--- config.mk ---
export PLATFORM = sky130hd
export DESIGN_NAME = pwm_capture
export DESIGN_NICKNAME = d
export VERILOG_FILES = /design/src/rtl/pwm_pkg.sv /design/src/rtl/pwm_div_serial.sv /design/src/rtl/pwm_capture.sv
export SDC_FILE = /design/constraint.sdc
export NUM_CORES = 1
export LEC_CHECK = 0
export CAP_MARGIN = 5
export CORE_MARGIN = 2
export CORE_UTILIZATION = 55
export DETAILED_ROUTE_END_ITERATION = 16
export PLACE_DENSITY_LB_ADDON = 0.1
export SYNTH_ARGS = -nofsm -noshare
export SYNTH_HDL_FRONTEND = slang
export SYNTH_SLANG_ARGS = --single-unit
--- constraint.sdc ---
create_clock -name clk -period 4.79 [get_ports clk]
set_input_delay 0.958 -clock clk [delete_from_list [all_inputs] [get_ports clk]]
set_output_delay 0.958 -clock clk [all_outputs]
set_load 0.05 [all_outputs]
--- src/rtl/pwm_pkg.sv ---
// rtl/pwm_pkg.sv - shared constants and types for the pwm generator/capture pair
package pwm_pkg;

  localparam int DUTY_W    = 7;
  localparam int PCT_SCALE = 100;

  typedef enum logic [1:0] {
    IDLE = 2'd0,
    DIV  = 2'd1,
    DONE = 2'd2
  } cap_state_t;

endpackage

--- src/rtl/pwm_div_serial.sv ---
// rtl/pwm_div_serial.sv - restoring bit-serial divider, one quotient bit per clk
module pwm_div_serial #(
  parameter int NUM_W = 23,
  parameter int DEN_W = 16
) (
  input  logic             clk,
  input  logic             rst_n,
  input  logic             start,
  input  logic [NUM_W-1:0] num,
  input  logic [DEN_W-1:0] den,
  output logic             busy,
  output logic             done,
  output logic [NUM_W-1:0] quotient
);

  localparam int STEP_W = $clog2(NUM_W + 1);

  logic [DEN_W-1:0]  rem_q;
  logic [NUM_W-1:0]  quo_q;
  logic [DEN_W-1:0]  den_q;
  logic [STEP_W-1:0] cnt_q;
  logic              done_q;

  // Shift the next numerator bit into the remainder and keep the subtraction
  // only when it does not borrow. The remainder stays below den, so DEN_W bits suffice.
  function automatic logic [DEN_W+NUM_W-1:0] div_step(
    input logic [DEN_W-1:0] r,
    input logic [NUM_W-1:0] q,
    input logic [DEN_W-1:0] d
  );
    logic [DEN_W:0]   sh;
    logic [DEN_W+1:0] diff;
    sh   = {r, q[NUM_W-1]};
    diff = {1'b0, sh} - {2'b00, d};
    if (diff[DEN_W+1]) begin
      div_step = {sh[DEN_W-1:0], q[NUM_W-2:0], 1'b0};
    end else begin
      div_step = {diff[DEN_W-1:0], q[NUM_W-2:0], 1'b1};
    end
  endfunction

  // The first step happens on the start edge, so the quotient is final after NUM_W edges.
  always_ff @(posedge clk or negedge rst_n) begin
    if (!rst_n) begin
      rem_q  <= '0;
      quo_q  <= '0;
      den_q  <= '0;
      cnt_q  <= '0;
      done_q <= 1'b0;
    end else begin
      done_q <= 1'b0;
      if (start) begin
        {rem_q, quo_q} <= div_step('0, num, den);
        den_q          <= den;
        cnt_q          <= STEP_W'(NUM_W - 1);
      end else if (cnt_q != '0) begin
        {rem_q, quo_q} <= div_step(rem_q, quo_q, den_q);
        cnt_q          <= cnt_q - STEP_W'(1);
        done_q         <= (cnt_q == STEP_W'(1));
      end
    end
  end

  assign busy     = (cnt_q != '0);
  assign done     = done_q;
  assign quotient = quo_q;

endmodule

--- src/rtl/pwm_capture.sv ---
// rtl/pwm_capture.sv - measures period, high time and duty percent of an async PWM input
module pwm_capture
  import pwm_pkg::*;
#(
  parameter int CNT_W       = 16,
  parameter int SYNC_STAGES = 2
) (
  input  logic              clk,
  input  logic              rst_n,
  input  logic              pwm_in,
  output logic [CNT_W-1:0]  period,
  output logic [CNT_W-1:0]  high_time,
  output logic [DUTY_W-1:0] duty_pct,
  output logic              meas_valid,
  output logic              busy,
  output logic              stuck_hi,
  output logic              stuck_lo,
  output logic              overrun
);

  localparam int               NUM_W   = CNT_W + DUTY_W;
  localparam logic [CNT_W-1:0] CNT_MAX = '1;

  logic [SYNC_STAGES-1:0] sync_q;
  logic                   synced;
  logic                   synced_d;
  logic                   rise;

  logic [CNT_W-1:0] per_cnt;
  logic [CNT_W-1:0] hi_cnt;
  logic [CNT_W-1:0] cap_p;
  logic [CNT_W-1:0] cap_h;
  logic             armed;

  cap_state_t state_q;
  cap_state_t state_d;

  logic             sat_evt;
  logic             accept;
  logic             drop;
  logic             div_start;
  logic             load_result;
  logic             div_busy;
  logic             div_done;
  logic [NUM_W-1:0] div_num;
  logic [NUM_W-1:0] div_quo;
  logic [DUTY_W-1:0] duty_next;

  always_ff @(posedge clk or negedge rst_n) begin
    if (!rst_n) begin
      sync_q   <= '0;
      synced_d <= 1'b0;
    end else begin
      sync_q   <= {sync_q[SYNC_STAGES-2:0], pwm_in};
      synced_d <= synced;
    end
  end

  assign synced = sync_q[SYNC_STAGES-1];
  assign rise   = synced & ~synced_d;

  // The rise cycle itself is high, so both counters restart at 1 rather than 0.
  always_ff @(posedge clk or negedge rst_n) begin
    if (!rst_n) begin
      per_cnt <= '0;
      hi_cnt  <= '0;
    end else begin
      if (rise) begin
        per_cnt <= CNT_W'(1);
      end else if (per_cnt != CNT_MAX) begin
        per_cnt <= per_cnt + CNT_W'(1);
      end
      if (rise) begin
        hi_cnt <= CNT_W'(1);
      end else if (synced && hi_cnt != CNT_MAX) begin
        hi_cnt <= hi_cnt + CNT_W'(1);
      end
    end
  end

  // A saturated period counter wins over a coincident edge: the period is out of range.
  assign sat_evt = armed && (per_cnt == CNT_MAX);
  assign accept  = rise && armed && !sat_evt && (state_q == IDLE);
  assign drop    = rise && armed && !sat_evt && (state_q != IDLE);

  always_ff @(posedge clk or negedge rst_n) begin
    if (!rst_n) begin
      armed <= 1'b0;
      cap_p <= '0;
      cap_h <= '0;
    end else begin
      if (sat_evt) begin
        armed <= 1'b0;
      end else if (rise) begin
        armed <= 1'b1;
      end
      if (accept) begin
        cap_p <= per_cnt;
        cap_h <= hi_cnt;
      end
    end
  end

  always_ff @(posedge clk or negedge rst_n) begin
    if (!rst_n) begin
      state_q <= IDLE;
    end else begin
      state_q <= state_d;
    end
  end

  always_comb begin
    state_d     = state_q;
    div_start   = 1'b0;
    load_result = 1'b0;
    case (state_q)
      IDLE: begin
        if (accept) begin
          div_start = 1'b1;
          state_d   = DIV;
        end
      end
      DIV: begin
        if (div_done) begin
          load_result = 1'b1;
          state_d     = DONE;
        end
      end
      DONE:    state_d = IDLE;
      default: state_d = IDLE;
    endcase
  end

  assign div_num = NUM_W'(hi_cnt) * NUM_W'(PCT_SCALE);

  pwm_div_serial #(
    .NUM_W(NUM_W),
    .DEN_W(CNT_W)
  ) u_div (
    .clk     (clk),
    .rst_n   (rst_n),
    .start   (div_start),
    .num     (div_num),
    .den     (per_cnt),
    .busy    (div_busy),
    .done    (div_done),
    .quotient(div_quo)
  );

  assign duty_next = (div_quo > NUM_W'(PCT_SCALE)) ? DUTY_W'(PCT_SCALE) : div_quo[DUTY_W-1:0];
  assign busy      = div_busy | (state_q == DIV);

  // A stuck input reports 0 % or 100 % but keeps the last real period/high time.
  always_ff @(posedge clk or negedge rst_n) begin
    if (!rst_n) begin
      period     <= '0;
      high_time  <= '0;
      duty_pct   <= '0;
      meas_valid <= 1'b0;
      stuck_hi   <= 1'b0;
      stuck_lo   <= 1'b0;
      overrun    <= 1'b0;
    end else begin
      meas_valid <= 1'b0;
      overrun    <= drop;
      if (load_result) begin
        period     <= cap_p;
        high_time  <= cap_h;
        duty_pct   <= duty_next;
        meas_valid <= 1'b1;
      end
      if (sat_evt) begin
        stuck_hi   <= synced;
        stuck_lo   <= ~synced;
        duty_pct   <= synced ? DUTY_W'(PCT_SCALE) : '0;
        meas_valid <= 1'b1;
      end else if (rise && !armed) begin
        stuck_hi <= 1'b0;
        stuck_lo <= 1'b0;
      end
    end
  end

endmodule

==> results by group, run 1 <==
Timing
  – Worst Hold Slack: between 0.3 and 0.4 ns
  – Slew Viols, Final: 0
  – RSZ-0062 raised after global routing: no
  – Top achievable clock speed: 221.6 MHz
  – Worst Setup Slack, final: around 0.28 ns
  – Final-report setup violation count: 0
  – Slew HR: 0.3632
  – Least-Margin Pin Slew: roughly 0.96 ns
  – Tcrit/Tclk final: 0.9421
  – Tmin final: 4.513 ns
  – Worst Skew: 0.007001 ns
  – Fin. Hold Viols: 0

Power and ir drop
  – LEAKAGE: between 5 and 6 nW
  – Power Internal: approximately 3.2 mW
  – Net Sw Power: approximately 2 mW
  – Sw Share: 0.3804
  – Pwr Density: approximately 490 mW/mm2
  – Clock share of power: 0.255
  – Combinational power share: 0.377
  – Flop pwr share: 0.367
  – Max VDD drop: approximately 0.29 mV

GRT
  – Largest net degree at the start of global routing: between 80 and 90
  – Total Routing Usage GR: 0.2483
  – First-pass GRT wire length: roughly 35000 um
  – Antenna violations before repair: 0
  – Vias in the first global route: approximately 6900
  – GRT overflow: 0

Setup path
  – Crit path DAT: 4.83 ns
  – Capturing element type of the critical path: register
  – Critical path class: register to register
  – Startpoint Class: register
  – Req. time, crit path: ~5 ns
  – RR Endpoint: u_div.rem_q[11]
  – RR Startpoint: hi_cnt[6]
  – R2R Setup Slk: 0.28 ns
  – Reg2reg path depth: 19
  – Crit path max fanout: 6

Detailed routing
  – Pre-antenna DRT Iters: 4
  – Via/cell ratio: about 5.6
  – # DRC: 0
  – 1st-iter DRT viols: 401
  – Drt total wl: 21020 um
  – ANT nets after route: 0
  – Routed wire per std cell: approximately 16 um
  – Vias: between 7000 and 8000

Worst hold path
  – Hold path start: sync_q[0]
  – Worst Hold Class: register to register
  – Hold depth: 0
  – Worst Hold Endpoint: sync_q[1]

Logic synthesis
  – Share of the synthesized area in the top cell type: 0.4304
  – Seq cells post-synth: approximately 160
  – Yosys warnings: 0
  – Post-Synthesis Cells: 1026
  – Fraction of registers with async set/reset: 1.000
  – Leading area contributor after synthesis: dfrtp_1
  – Synth Cell Area: between 0.009 and 0.01 mm2
  – Syn Nets: about 1100
  – Post-synth EDFFs: 0
  – Most instantiated cells after synthesis: nand2_1 (199), dfrtp_1 (158), o21ai_0 (87)
  – Distinct cell type count of the synthesized netlist: slightly above 60
  – Synth Flop Type: dfrtp_1
  – Register area share after synthesis: 0.4304
  – Cell with the most instances after synthesis: nand2_1
  – Syn_area_per_cell: 8.954 um2
  – Top post-synthesis cells by area: dfrtp_1 (43%), ha_1 (10%), nand2_1 (8.1%), o21ai_0 (4.7%), inv_1 (3.4%)

Status
  – Status: finished, final reports clean

Clock tree
  – Clk root buf: clkbuf_16
  – Post-cts hold buffer count: 0
  – Clock latency on the worst-skew pair: 0.43 ns
  – CTS Sinks: about 160
  – CTS Buf Count: 17
  – Reg clk slew, reported paths: 0.06 ns
  – Clk buf depth: 2
  – CTS tree: done
  – H-tree lvl count: 4

Floorplanning
  – Std-Cell Rows: 47
  – Core area: 0.01647 mm2
  – Chip Width: around 130 um
  – Io pins: 47
  – Initial core utilization: 0.5579
  – Die area: about 0.018 mm2
  – Die Y: 133.2 um

Place
  – Buffers on Ports: 46
  – DP Worst Slack: -0.02639 ns
  – GP Congestion: 0.8927
  – Dpl hpwl: 14730 um

Job
  – Max Cap Viol: 0

Final layout
  – Share of layout cells above drive strength 1: 0.06599
  – Area Overhead vs Synth: 14.59%
  – # diodes: 0
  – Fin util: 0.6393
  – Nets: 1154
==> worst max-delay path, cell delays in order, from the launching register on <==
cell and delay (ns):
dfrtp_1 0.42, ha_1 0.32, ha_1 0.29, inv_1 0.05
fa_1 0.50, inv_1 0.04, ha_1 0.27, a2111oi_4 0.34
o21ai_2 0.12, a221o_1 0.34, a31oi_2 0.16, xnor2_1 0.10
ha_1 0.19, inv_1 0.08, ha_1 0.14, nor4b_2 0.17
nand4_1 0.19, a21oi_2 0.25, mux2i_4 0.15, a311oi_1 0.28
==> through the flow <==
stage	instances	total power [mW]	cell area [um2]	setup TNS, ns
after floorplan	1026	3.347	9186	0
after global placement	1263	3.803	9852	0
after detailed placement	1263	3.836	9852	-0.02656
after global routing	1296	5.547	10530	0
final	1296	5.180	10530	0
after CTS	1295	5.182	10430	0
==> logic make-up after synthesis <==
logic type      Yosys count  synth area share
mux                      13           0.01485
buf+inv                 121           0.05244
xor+xnor                 44           0.04195
simple gates            377            0.1824
flops                   158            0.4304
compound gates          225            0.1483
fa+ha+maj                88            0.1297
==> cell type report <==
cell class	count	area, um2
Clock buffer	20	466.7
Multi-Input combinational cell	747	4856
Sequential cell	158	3956
Timing Repair Buffer	56	549.3
Tap cell	220	275.3
Clock inverter	12	111.4
Inverter	83	311.5
Fill cell	1419	5939
==> power groups by stage <==
| stage | combinational [mW] | clock (mW) | sequential [mW] |
|---|---|---|---|
| finish | 1.95 | 1.32 | 1.90 |
| global route | 2.19 | 1.41 | 1.94 |
| detailed placement | 1.92 | 0 | 1.92 |
| global placement | 1.89 | 0 | 1.92 |
| floorplan | 1.38 | 0 | 1.97 |
| CTS | 1.94 | 1.34 | 1.90 |
==> flip-flops by register name (all words and copies together), names as in the netlist <==
name / cells
u_div.quotient: 23
cap_h: 16
hi_cnt: 16
high_time: 16
per_cnt: 16
period: 16
u_div.den_q: 16
u_div.rem_q: 16
duty_pct: 7
u_div.cnt_q: 5
state_q: 2
sync_q: 2
armed: 1
meas_valid: 1
overrun: 1
stuck_hi: 1
stuck_lo: 1
synced_d: 1
u_div.done: 1
==> metal layers <==
layer  global-route usage  vias to the layer above  part of all wire
li1                     -                     3582                 -
met1               0.3747                     3456              0.51
met2               0.3630                      139              0.44
met3              0.05061                       23             0.039
met4              0.07329                        0             0.015
met5                    0                        -                 0
==> how the worst max path moves through the flow <==
| stage | cells after the start | to | start | slack [ns] |
|---|---|---|---|---|
| floorplan | 19 | u_div.rem_q[11] | hi_cnt[7] | 0.47 |
| global placement | 21 | u_div.rem_q[15] | hi_cnt[3] | 0.14 |
| detailed placement | 21 | u_div.rem_q[15] | hi_cnt[3] | -0.03 |
| CTS | 21 | u_div.rem_q[15] | hi_cnt[3] | 0.02 |
| global route | 21 | u_div.rem_q[15] | hi_cnt[6] | 0.02 |
| finish | 19 | u_div.rem_q[11] | hi_cnt[6] | 0.28 |
==> placed cells by master, fill, tap and decap left out, types with 5 or more instances in the layout <==
| cell | synthesis | layout |
|---|---|---|
| a211oi_1 | 8 | 7 |
| a21o_1 | 9 | 9 |
| a21oi_1 | 46 | 44 |
| a31oi_1 | 28 | 27 |
| and3_1 | 12 | 12 |
| buf_4 | 2 | 9 |
| clkbuf_16 | 0 | 17 |
| clkdlybuf4s50_1 | 0 | 45 |
| dfrtp_1 | 158 | 156 |
| fa_1 | 12 | 12 |
| ha_1 | 76 | 73 |
| inv_1 | 83 | 83 |
| mux2i_1 | 10 | 10 |
| nand2_1 | 199 | 199 |
| nand2b_1 | 5 | 5 |
| nand3_1 | 22 | 22 |
| nand4_1 | 8 | 8 |
| nor2_1 | 72 | 72 |
| nor3_1 | 18 | 18 |
| nor4_1 | 10 | 10 |
| o211ai_1 | 8 | 8 |
| o21a_1 | 8 | 8 |
| o21ai_0 | 87 | 85 |
| or3_1 | 7 | 7 |
| xnor2_1 | 28 | 28 |
| xor2_1 | 16 | 16 |
==> timing repair <==
item                       4_1_cts  5_1_grt
buffers inserted                 0        1
resized for setup                1       17
setup endpoints to repair        1       10
pin swaps                        0        5
No activity file was read; power rests on OpenSTA's default activity.
==> inputs of run 2 (changes only) <==
Settings changed: PLACE_DENSITY_LB_ADDON 0.1 to 0.2.
Clock period 4.79 ns to 3.8 ns, I/O delays scaled along.
==> run 2 against run 1 <==
Compared with the run above: the flow now finishes with violations (negative setup slack); worst hold slack better by 0.00098 ns; sequential cell count unchanged; final area up 6.0%; wire length up 6.5%; setup slack worse by 0.80 ns; sequential share of layout area down 2.2 points; utilization up 3.8 points; via count up 4.7%; clock-buffer cell count down 2; fmax up 4.3%; largest cell class unchanged.
==> results by group, run 2 (same netlist as run 1, synthesis figures left out) <==
Floorplanning
  – Die area: 0.01775 mm2 (unchanged)
  – Initial core utilization: 0.5579 (unchanged)
  – Std-Cell Rows: 47 (unchanged)
  – Io pins: 47 (unchanged)
  – Die Y: 133.2 um (unchanged)
  – Core area: 0.01647 mm2 (unchanged)
  – Chip Width: 133.2 um (unchanged)

Power and ir drop
  – Pwr Density: 599.7 mW/mm2 (+22%)
  – LEAKAGE: 5.408 nW (+6.6%)
  – Max VDD drop: 0.3637 mV (+26%)

Final layout
  – Nets: 1218 (+5.5%)
  – # diodes: 0 (unchanged)
  – Fin area: 0.01116 mm2 (+6.0%)
  – Commonest non-fill, non-tap cell in the layout: nand2_1
  – Share of layout cells above drive strength 1: 0.1298 (+0.06384)
  – Area Overhead vs Synth: 21.47%
  – Fin util: 0.6777 (+0.03837)
  – Post-route insts no fill: 1360 (+4.9%)
  – Commonest cells after routing, fill and taps aside: nand2_1 (199), dfrtp_1 (158), o21ai_0 (83)
  – Number of flip-flops in the largest register: 23 (unchanged)

Status
  – Violated checks: negative setup slack
  – Status: finished with violations

Job
  – Max Cap Viol: 0 (unchanged)

Detailed routing
  – Vias: 7540 (+4.7%)
  – Routed wire per std cell: 16.46 um (+1.5%)
  – ANT nets after route: 0 (unchanged)
  – Pre-antenna DRT Iters: 7 (+3)
  – Drt total wl: 22390 um (+6.5%)
  – # DRC: 0 (unchanged)
  – Via/cell ratio: 5.544 (-0.21%)
  – 1st-iter DRT viols: 475 (+18%)

GRT
  – First-pass GRT wire length: 37760 um (+7.3%)
  – Total Routing Usage GR: 0.2683 (+0.02003)
  – Largest net degree at the start of global routing: 77 (-13%)
  – Antenna violations before repair: 0 (unchanged)
  – GRT overflow: 0 (unchanged)
  – Vias in the first global route: 7632 (+10%)

Clock tree
  – CTS tree: done
  – Clk buf depth: 2 (unchanged)
  – Post-cts hold buffer count: 0 (unchanged)
  – CTS Sinks: 158 (unchanged)
  – CTS Buf Count: 17 (unchanged)
  – Clock latency on the worst-skew pair: 0.43 ns (about the same)
  – H-tree lvl count: 4 (unchanged)
  – Reg clk slew, reported paths: 0.07 ns (about the same)
  – Clk root buf: clkbuf_16

Setup path
  – Capturing element type of the critical path: register
  – Crit path DAT: 4.66 ns (-0.17 ns)
  – Req. time, crit path: 4.14 ns (-0.97 ns)
  – Startpoint Class: register
  – Critical path class: register to register
  – Crit path max fanout: 6 (unchanged)

Timing
  – Final-report setup violation count: 10 (+10)
  – Total negative slack: -4.269 ns (-4.269 ns)
  – Slew Viols, Final: 0 (unchanged)
  – Tmin final: 4.326 ns (-0.1867 ns)
  – Worst Setup Slack, final: -0.5261 ns (-0.8033 ns)
  – Slew HR: 0.3899 (+0.02669)
  – Top achievable clock speed: 231.2 MHz (+4.3%)
  – Worst Hold Slack: 0.3483 ns (+0.0009780 ns)
  – Worst Skew: 0.006353 ns (-0.0006481 ns)
  – Least-Margin Pin Slew: 0.9152 ns (-0.04003 ns)
  – RSZ-0062 raised after global routing: yes
  – Fin. Hold Viols: 0 (unchanged)
  – Tcrit/Tclk final: 1.138 (+0.1963)

Place
  – Cells after DPL: 1321 (+4.6%)
  – GP Congestion: 0.8872 (-0.62%)
  – Dpl cell area: 0.01041 mm2 (+5.6%)
  – Buffers on Ports: 46 (unchanged)
  – Dpl hpwl: 16020 um (+8.8%)

Worst hold path
  – Worst Hold Class: input port to asynchronous set/reset pin
==> run 2: path summary, 6_finish.rpt <==
check,start,endpoint,slack [ns],cells past startpoint
worst max-delay path,hi_cnt[7],u_div.rem_q[11],-0.53,19
worst min-delay path,rst_n,period[6],0.35,1
worst max register to register,hi_cnt[7],u_div.rem_q[11],-0.53,19
worst min register to register,sync_q[0],sync_q[1],0.35,0
max in group asynchronous,rst_n,u_div.cnt_q[3],2.63,2
min in group clk,sync_q[0],sync_q[1],0.35,0
==> run 2: timing repair <==
item,in CTS,in global routing
pin swaps,11,3
buffers inserted,7,2
gates resized for setup,11,11
setup endpoints to repair,10,10
hold endpoints to repair,0,0
==> run 2: routing by layer <==
metal	vias up	GRT usage	share of wire
met4	0	0.07920	0.021
met2	159	0.4692	0.50
li1	3725	-	-
met5	-	0	0
met3	31	0.05746	0.035
met1	3625	0.3363	0.44
==> run 2: critical path, cell delays in order, from the launching register on <==
cell,delay [ns]
dfrtp_1,0.40
ha_1,0.31
ha_1,0.28
inv_1,0.04
fa_1,0.48
inv_2,0.05
ha_4,0.22
a2111oi_4,0.30
o21ai_2,0.11
a221o_1,0.36
a31oi_4,0.17
xnor2_2,0.10
ha_2,0.19
inv_2,0.07
ha_4,0.12
nor4b_4,0.17
nand4_1,0.20
a21oi_4,0.24
mux2i_4,0.13
a311oi_1,0.27
==> run 2: where the power goes <==
group / switching [mW] / total (mW) / internal [mW]
Clock: 0.762 / 1.69 / 0.929
Sequential: 0.328 / 2.39 / 2.06
Combinational: 1.50 / 2.61 / 1.11
==> run 2: final cells by class <==
class | count | area [um2]
Fill cell | 1298 | 5308
Multi-Input combinational cell | 747 | 4980
Sequential cell | 158 | 3954
Timing Repair Buffer | 120 | 1055
Clock buffer | 18 | 429.2
Inverter | 83 | 314.1
Tap cell | 220 | 275.3
Clock inverter | 14 | 151.4
==> run 2: stage by stage <==
stage,setup slack [ns],power (mW)
after floorplan,-0.2706,4.241
after global placement,-0.5233,4.834
after detailed placement,-0.6196,4.907
after CTS,-0.5360,6.654
after global routing,-0.7343,7.119
final,-0.5261,6.692
